[config.mk]
export PLATFORM = sky130hd
export DESIGN_NAME = multicycle_control_flat
export DESIGN_NICKNAME = d
export VERILOG_FILES = /design/src/rtl/multicycle_control_if.sv /design/src/rtl/multicycle_control.sv /design/src/flat_wrapper.sv
export SDC_FILE = /design/constraint.sdc
export NUM_CORES = 1
export LEC_CHECK = 0
export BUFFER_PORTS_ARGS = -buffer_cell sky130_fd_sc_hd__buf_2
export CORE_AREA = 2 2 39 41
export DETAILED_ROUTE_END_ITERATION = 6
export DIE_AREA = 0 0 41 43
export GPL_ROUTABILITY_DRIVEN = 0
export HOLD_SLACK_MARGIN = 0.1
export PLACE_DENSITY = 0.71
export SYNTH_ARGS = -nofsm -noshare
export SYNTH_HDL_FRONTEND = slang
export SYNTH_SLANG_ARGS = --single-unit
[constraint.sdc]
create_clock -name clk -period 2.2 [get_ports clk]
set_input_delay 0.44 -clock clk [delete_from_list [all_inputs] [get_ports clk]]
set_output_delay 0.44 -clock clk [all_outputs]
set_load 0.02 [all_outputs]
[src/rtl/multicycle_control_if.sv]
// Control bus between the multicycle control FSM and the datapath.
// Ports (signals):
//   opcode, mem_ready                 : datapath -> controller
//   PCWrite .. PCSource               : controller -> datapath (selects, enables)
//   state                             : controller -> observer (debug)
// Handshake: mem_ready is a completion strobe. A memory request (MemRead or
// MemWrite) stays asserted and stable every cycle until a cycle in which
// mem_ready=1; that cycle completes the access and the FSM advances.
interface multicycle_control_if;
  logic [5:0] opcode;
  logic       mem_ready;
  logic       PCWrite;
  logic       PCWriteCond;
  logic       IorD;
  logic       MemRead;
  logic       MemWrite;
  logic       IRWrite;
  logic       MemtoReg;
  logic       RegDst;
  logic       RegWrite;
  logic       ALUSrcA;
  logic [1:0] ALUSrcB;
  logic [1:0] OpALU;
  logic [1:0] PCSource;
  logic [3:0] state;

  modport master (
    input  opcode, mem_ready,
    output PCWrite, PCWriteCond, IorD, MemRead, MemWrite, IRWrite,
           MemtoReg, RegDst, RegWrite, ALUSrcA, ALUSrcB, OpALU, PCSource,
           state
  );

  modport slave (
    output opcode, mem_ready,
    input  PCWrite, PCWriteCond, IorD, MemRead, MemWrite, IRWrite,
           MemtoReg, RegDst, RegWrite, ALUSrcA, ALUSrcB, OpALU, PCSource,
           state
  );
endinterface

[src/rtl/multicycle_control.sv]
// Main control FSM of the multicycle datapath. Sequences each instruction
// through fetch / decode / execute / memory / write-back and drives the
// datapath selects, write enables and the 2-bit OpALU code.
// Ports:
//   clk   : rising-edge clock
//   reset : synchronous, active-high; forces state to FETCH
//   bus   : multicycle_control_if.master (opcode/mem_ready in, controls and
//           debug state out)
// Outputs are a combinational decode of the state register; only the FETCH
// IRWrite/PCWrite enables are additionally gated by mem_ready, and all
// write/request enables are held low while reset is high.
module multicycle_control (
  input  logic                        clk,
  input  logic                        reset,
  multicycle_control_if.master        bus
);

  typedef enum logic [3:0] {
    FETCH     = 4'd0,
    DECODE    = 4'd1,
    MEMADDR   = 4'd2,
    MEMREAD   = 4'd3,
    MEMWB     = 4'd4,
    MEMWRITE  = 4'd5,
    EXECUTE   = 4'd6,
    RCOMPLETE = 4'd7,
    BRANCH    = 4'd8,
    JUMP      = 4'd9
  } state_t;

  localparam logic [5:0] OP_LW  = 6'b100011;
  localparam logic [5:0] OP_SW  = 6'b101011;
  localparam logic [5:0] OP_R   = 6'b000000;
  localparam logic [5:0] OP_BEQ = 6'b000100;
  localparam logic [5:0] OP_J   = 6'b000010;

  state_t state_q;

  // State register and transition logic.
  always_ff @(posedge clk) begin
    if (reset) begin
      state_q <= FETCH;
    end else begin
      case (state_q)
        FETCH:     state_q <= bus.mem_ready ? DECODE : FETCH;
        DECODE: begin
          case (bus.opcode)
            OP_LW, OP_SW: state_q <= MEMADDR;
            OP_R:         state_q <= EXECUTE;
            OP_BEQ:       state_q <= BRANCH;
            OP_J:         state_q <= JUMP;
            default:      state_q <= FETCH;   // unknown opcode acts as NOP
          endcase
        end
        MEMADDR:   state_q <= (bus.opcode == OP_SW) ? MEMWRITE : MEMREAD;
        MEMREAD:   state_q <= bus.mem_ready ? MEMWB : MEMREAD;
        MEMWB:     state_q <= FETCH;
        MEMWRITE:  state_q <= bus.mem_ready ? FETCH : MEMWRITE;
        EXECUTE:   state_q <= RCOMPLETE;
        RCOMPLETE: state_q <= FETCH;
        BRANCH:    state_q <= FETCH;
        JUMP:      state_q <= FETCH;
        default:   state_q <= FETCH;          // encodings 10-15 recover
      endcase
    end
  end

  // Output decode. Unlisted outputs default to 0 in every state.
  logic pc_write, pc_write_cond, mem_read, mem_write, ir_write, reg_write;

  always_comb begin
    pc_write        = 1'b0;
    pc_write_cond   = 1'b0;
    mem_read        = 1'b0;
    mem_write       = 1'b0;
    ir_write        = 1'b0;
    reg_write       = 1'b0;
    bus.IorD        = 1'b0;
    bus.MemtoReg    = 1'b0;
    bus.RegDst      = 1'b0;
    bus.ALUSrcA     = 1'b0;
    bus.ALUSrcB     = 2'b00;
    bus.OpALU       = 2'b00;
    bus.PCSource    = 2'b00;
    case (state_q)
      FETCH: begin
        mem_read    = 1'b1;
        bus.ALUSrcB = 2'b01;
        // IR and PC load only on the cycle the fetch completes.
        ir_write    = bus.mem_ready;
        pc_write    = bus.mem_ready;
      end
      DECODE: begin
        bus.ALUSrcB = 2'b11;
      end
      MEMADDR: begin
        bus.ALUSrcA = 1'b1;
        bus.ALUSrcB = 2'b10;
      end
      MEMREAD: begin
        mem_read    = 1'b1;
        bus.IorD    = 1'b1;
      end
      MEMWB: begin
        reg_write    = 1'b1;
        bus.MemtoReg = 1'b1;
      end
      MEMWRITE: begin
        mem_write   = 1'b1;
        bus.IorD    = 1'b1;
      end
      EXECUTE: begin
        bus.ALUSrcA = 1'b1;
        bus.OpALU   = 2'b10;
      end
      RCOMPLETE: begin
        reg_write   = 1'b1;
        bus.RegDst  = 1'b1;
      end
      BRANCH: begin
        bus.ALUSrcA   = 1'b1;
        bus.OpALU     = 2'b01;
        pc_write_cond = 1'b1;
        bus.PCSource  = 2'b01;
      end
      JUMP: begin
        pc_write     = 1'b1;
        bus.PCSource = 2'b10;
      end
      default: ;
    endcase
  end

  // Reset suppresses every state-changing enable so an aborted instruction
  // cannot write anything in the reset cycle.
  assign bus.PCWrite     = pc_write      & ~reset;
  assign bus.PCWriteCond = pc_write_cond & ~reset;
  assign bus.MemRead     = mem_read      & ~reset;
  assign bus.MemWrite    = mem_write     & ~reset;
  assign bus.IRWrite     = ir_write      & ~reset;
  assign bus.RegWrite    = reg_write     & ~reset;
  assign bus.state       = state_q;

endmodule

[src/flat_wrapper.sv]
// flat-port wrapper written by rule: the top's interface ports become plain ports
module multicycle_control_flat 
  (clk, reset, bus_opcode, bus_mem_ready, bus_PCWrite, bus_PCWriteCond, bus_IorD, bus_MemRead, bus_MemWrite, bus_IRWrite, bus_MemtoReg, bus_RegDst, bus_RegWrite, bus_ALUSrcA, bus_ALUSrcB, bus_OpALU, bus_PCSource, bus_state);
  multicycle_control_if bus_i ();
  input  logic clk;
  input  logic reset;
  input wire logic [$bits(bus_i.opcode)-1:0] bus_opcode;
  input wire logic [$bits(bus_i.mem_ready)-1:0] bus_mem_ready;
  output wire logic [$bits(bus_i.PCWrite)-1:0] bus_PCWrite;
  output wire logic [$bits(bus_i.PCWriteCond)-1:0] bus_PCWriteCond;
  output wire logic [$bits(bus_i.IorD)-1:0] bus_IorD;
  output wire logic [$bits(bus_i.MemRead)-1:0] bus_MemRead;
  output wire logic [$bits(bus_i.MemWrite)-1:0] bus_MemWrite;
  output wire logic [$bits(bus_i.IRWrite)-1:0] bus_IRWrite;
  output wire logic [$bits(bus_i.MemtoReg)-1:0] bus_MemtoReg;
  output wire logic [$bits(bus_i.RegDst)-1:0] bus_RegDst;
  output wire logic [$bits(bus_i.RegWrite)-1:0] bus_RegWrite;
  output wire logic [$bits(bus_i.ALUSrcA)-1:0] bus_ALUSrcA;
  output wire logic [$bits(bus_i.ALUSrcB)-1:0] bus_ALUSrcB;
  output wire logic [$bits(bus_i.OpALU)-1:0] bus_OpALU;
  output wire logic [$bits(bus_i.PCSource)-1:0] bus_PCSource;
  output wire logic [$bits(bus_i.state)-1:0] bus_state;
  assign bus_i.opcode = bus_opcode;
  assign bus_i.mem_ready = bus_mem_ready;
  assign bus_PCWrite = bus_i.PCWrite;
  assign bus_PCWriteCond = bus_i.PCWriteCond;
  assign bus_IorD = bus_i.IorD;
  assign bus_MemRead = bus_i.MemRead;
  assign bus_MemWrite = bus_i.MemWrite;
  assign bus_IRWrite = bus_i.IRWrite;
  assign bus_MemtoReg = bus_i.MemtoReg;
  assign bus_RegDst = bus_i.RegDst;
  assign bus_RegWrite = bus_i.RegWrite;
  assign bus_ALUSrcA = bus_i.ALUSrcA;
  assign bus_ALUSrcB = bus_i.ALUSrcB;
  assign bus_OpALU = bus_i.OpALU;
  assign bus_PCSource = bus_i.PCSource;
  assign bus_state = bus_i.state;
  multicycle_control u_core (.clk(clk), .reset(reset), .bus(bus_i));
endmodule
# Word level (Yosys, flattened, before mapping)
# Index checks and enable logic that the tools add are counted.
[totals] ff_bits=4 output_inout_bits=20 word_cells=47
[classes] n_eq_ne=13 muxes=19 bitwise=7 reduce_logical=7
[op_table] operator="case mux 4 bit (6 select lines)" count=1
[op_table] operator="== test 4 x 3 -> 1 bit, second input constant" count=4
[op_table] operator="case mux 4 bit (4 select lines)" count=1
[op_table] operator="== test 6 bit, second input constant" count=2
[op_table] operator="2-to-1 mux 1 bit" count=10
[op_table] operator="2-to-1 mux 3 bit" count=3
[op_table] operator="== test 4 x 2 -> 1 bit, second input constant" count=2
[op_table] operator="== test 4 bit, second input constant" count=2
[op_table] operator="case mux 2 bit (2 select lines)" count=2
[op_table] operator="OR reduction 2 bit" count=4
[op_table] operator="bitwise AND 1 bit" count=6
[op_table] operator="== test 6 x 2 -> 1 bit, second input constant" count=1
[op_table] operator="== test 6 x 3 -> 1 bit, second input constant" count=1
[op_table] operator="zero test 6 bit" count=1
[op_table] operator="case mux 2 bit (3 select lines)" count=1
[op_table] operator="== test 4 x 1 -> 1 bit, second input constant" count=1
[op_table] operator="zero test 4 bit" count=1
[op_table] operator="OR reduction 3 bit" count=1
[op_table] operator="case mux 1 bit (2 select lines)" count=1
[op_table] operator="NOT 1 bit" count=1

# Depth between registers and ports, before layout
[logic_depth] ltp_word=4 ltp_mapped=6 mapped_depth_nobuf=4

# Least setup slack after synthesis
# Ideal clock, no wire load.
[synth_path] path_kind="flip-flop to output port" startpoint="register u_core.state_q[3] (netlist: u_core.bus.state[3])" endpoint="output bus_PCWrite" t_arrival_ps=1580 required_time_ps=1760 path_slack_ps=180 stages_incl_launch_ff=5 path_cell_list="dfxtp_1 or2_1 clkbuf_2 nor3_1 or2_2"
[synth_between] elab_chain_len=3 word_cells_on_any_way=4
[synth_rtl] element="start: declaration" line="multicycle_control.sv:37" text="state_t state_q;"
[synth_rtl] element="start signal: assignment" line="multicycle_control.sv:45" text="FETCH: state_q <= bus.mem_ready ? DECODE : FETCH;"
[synth_rtl] element="start signal: assignment" line="multicycle_control.sv:55" text="MEMADDR: state_q <= (bus.opcode == OP_SW) ? MEMWRITE : MEMREAD;"
[synth_rtl] element="start signal: assignment" line="multicycle_control.sv:56" text="MEMREAD: state_q <= bus.mem_ready ? MEMWB : MEMREAD;"
[synth_rtl] element="== test 4 bit / zero test 4 bit (equally long branches)" line="multicycle_control.sv:85" text="case (state_q)"
[synth_rtl] element="case mux 1 bit (2 select lines) (*)" line="multicycle_control.sv:85"
[synth_rtl] element="bitwise AND 1 bit (*)" line="multicycle_control.sv:136" text="assign bus.PCWrite = pc_write & ~reset;"
[synth_rtl] element="end: declaration" line="flat_wrapper.sv:9" text="output wire logic [$bits(bus_i.PCWrite)-1:0] bus_PCWrite;"
# Every way passes the cells marked *; elsewhere a longest branch is shown, timed or not.

# Final worst setup path
[layout_path] startpoint="register u_core.state_q[0] (netlist: u_core.bus.state[0])" endpoint="output bus_PCWrite"
# Same word-level chain as after synthesis.

==> out/summary.txt <==
Status = finished clean
Clock tree buffer depth = 2
Sink Count = 4
CP delay by family, top = flip-flops
Static Leak = 0.287 nW
Worst hold slack = 0.514 ns
Final std cells w/o fill = 109
First-iteration detailed-routing DRC count = 18
Crit path DAT = 1.61 ns
Largest net degree at the start of global routing = 18
Total GRT Usage = 13.7%
Grt total ovfl = 0
DRC = 0
Setup Buffers After CTS = 0
Pre-antenna DRT Iters = 4
Initial antenna violation count = 0
Most frequent cells in the layout = 28 x buf_2, 11 x nor2_1, 11 x nor3_1
Power Dens Cells = 369 mW/mm^2
Tightest Hold Check Type = input pin to flop
WL per Instance = 11.4 um
Avg Cell Area, Syn = 6.57 um^2
Final slew viol count = 0
Setup violations, final = 0
PortBufs = 28
I/O Pins = 29
Largest register FFs = 4
Worst setup EP type = output port
Starting Density = 31.8%
Distinct cells, synth = 29
HPWL after detailed placement = 1010 um
Core area = 0.00138 mm^2
Clock buffer count from CTS = 3
Reg clk slew, reported paths = 0.04 ns
CP Max Fanout = 17
Root buffer cell = clkbuf_4
CP cell instances = nand2b_1 > nor3_1 > or2_2 > buf_2
Remaining antenna violation count = 0
Critical path buffer and inverter count = 1
Fin crit period = 2.05 ns
Post-synth EDFFs = 0
Ys async rst share = 0%
Slew Limit Headroom = 63.9%
Share of layout cells above drive strength 1 = 35.5%
Placed Cells incl. Taps = 106
Commonest non-fill, non-tap cell in the layout = buf_2
Critical path data required time = 1.76 ns
Routed via count = 553
VDD IR max = 0.000276 V
Post_cts resized = 0
Post-route clock period utilization = 93.0%
Worst-Skew Late Latency = 0.23 ns
Fin nets = 104
Syn-to-layout area delta = 37.2%
H-tree depth = 1
Util after Layout = 43.7%
Mapped Cells = 67
Diodes inserted = 0
Cts hold-fix bufs = 0
Critical path class = flop to output port
Yosys warns = 0
CTS tree = done
Crit-path max cell delay = 0.65 ns
Tightest Pin Transition = 0.541 ns
Die H = 43 um
Yosys reg bits = 4
Vias in the first global route = 421
Peak Freq = 0.489 GHz
Seq/Total Area, Yosys = 18.2%
Fin. Hold Viols = 0
Mapped Area = 440 um^2
CP startpoint kind = flop
Die width = 41 um
Layout fillers = 150
Syn nets = 76
Primary FF master, synth = dfxtp_1
Setup TNS = 0 ns
Drt total wl = 1240 um
DR vias/cell = 5.07
Row cnt = 14
Critical path's slowest cell = dfxtp_1
RSZ-0062 raised after global routing = false
First-pass GRT wire length = 1710 um
Die area = 0.00176 mm^2
Max-cap viol count = 0
Skew final = 0.000186 ns
==> Yosys cell counts, types with 2 or more instances <==
| cell | count | area share, % |
|---|---|---|
| nor2_1 | 11 | 9.4 |
| nor3_1 | 11 | 12 |
| dfxtp_1 | 4 | 18 |
| nand2b_1 | 4 | 5.7 |
| clkbuf_1 | 3 | 2.6 |
| xnor2_1 | 3 | 6.0 |
| a211o_1 | 2 | 4.0 |
| a21oi_1 | 2 | 2.3 |
| buf_2 | 2 | 2.3 |
| inv_1 | 2 | 1.7 |
| nand2_1 | 2 | 1.7 |
| nor2b_1 | 2 | 2.8 |
| nor4_1 | 2 | 2.8 |
| or3_1 | 2 | 2.8 |
==> worst min-delay path, stage by stage <==
cell and delay (ns):
buf_2 0.09, or3_1 0.11, nor4_1 0.05
==> final cells by class <==
cell class	count	area, um^2	area share, %
Multi-Input combinational cell	55	327	54.0
Timing Repair Buffer	29	148	24.4
Sequential cell	4	80.1	13.3
Clock buffer	3	22.5	3.73
Tap cell	16	20.0	3.31
Inverter	2	7.51	1.24
==> through the flow <==
stage                     instance area [um^2]  power, mW  worst slack, ns
after global routing                       604      0.239           0.0301
after global placement                     582      0.133            0.461
after CTS                                  604      0.225            0.177
after floorplan                            440      0.114            0.180
final                                      604      0.223            0.153
after detailed placement                   582      0.135            0.342
==> logic make-up after synthesis <==
| kind of cell | synth area share (%) |
|---|---|
| AO/OA/AOI/OAI | 15.9 |
| XOR/XNOR | 7.96 |
| AND/OR/NAND/NOR | 50.3 |
| buffers and inverters | 7.67 |
| flip-flops | 18.2 |
==> path summary, 6_finish.rpt <==
kind | start | end | slack [ns] | depth (start not counted)
setup / recovery | u_core.bus.state[0] | bus_PCWrite | 0.15 | 4
hold / removal | bus_opcode[4] | u_core.bus.state[3] | 0.51 | 3
setup reg to reg | u_core.bus.state[0] | u_core.bus.state[1] | 0.31 | 4
hold reg to reg | u_core.bus.state[3] | u_core.bus.state[0] | 0.66 | 2
==> metal layers <==
layer | part of all wire [%] | up-vias | global-route usage, %
met1 | 45 | 232 | 17.3
li1 | - | 292 | -
met3 | 8.7 | 2 | 3.14
met2 | 45 | 27 | 22.2
met5 | 0 | - | 0
met4 | 0.48 | 0 | 4.00
==> report_power, final <==
group          internal (mW)  switching (mW)
Sequential            0.0744         0.00583
Combinational         0.0223          0.0309
Clock                 0.0609          0.0286
(Power assumes the default switching activity.)
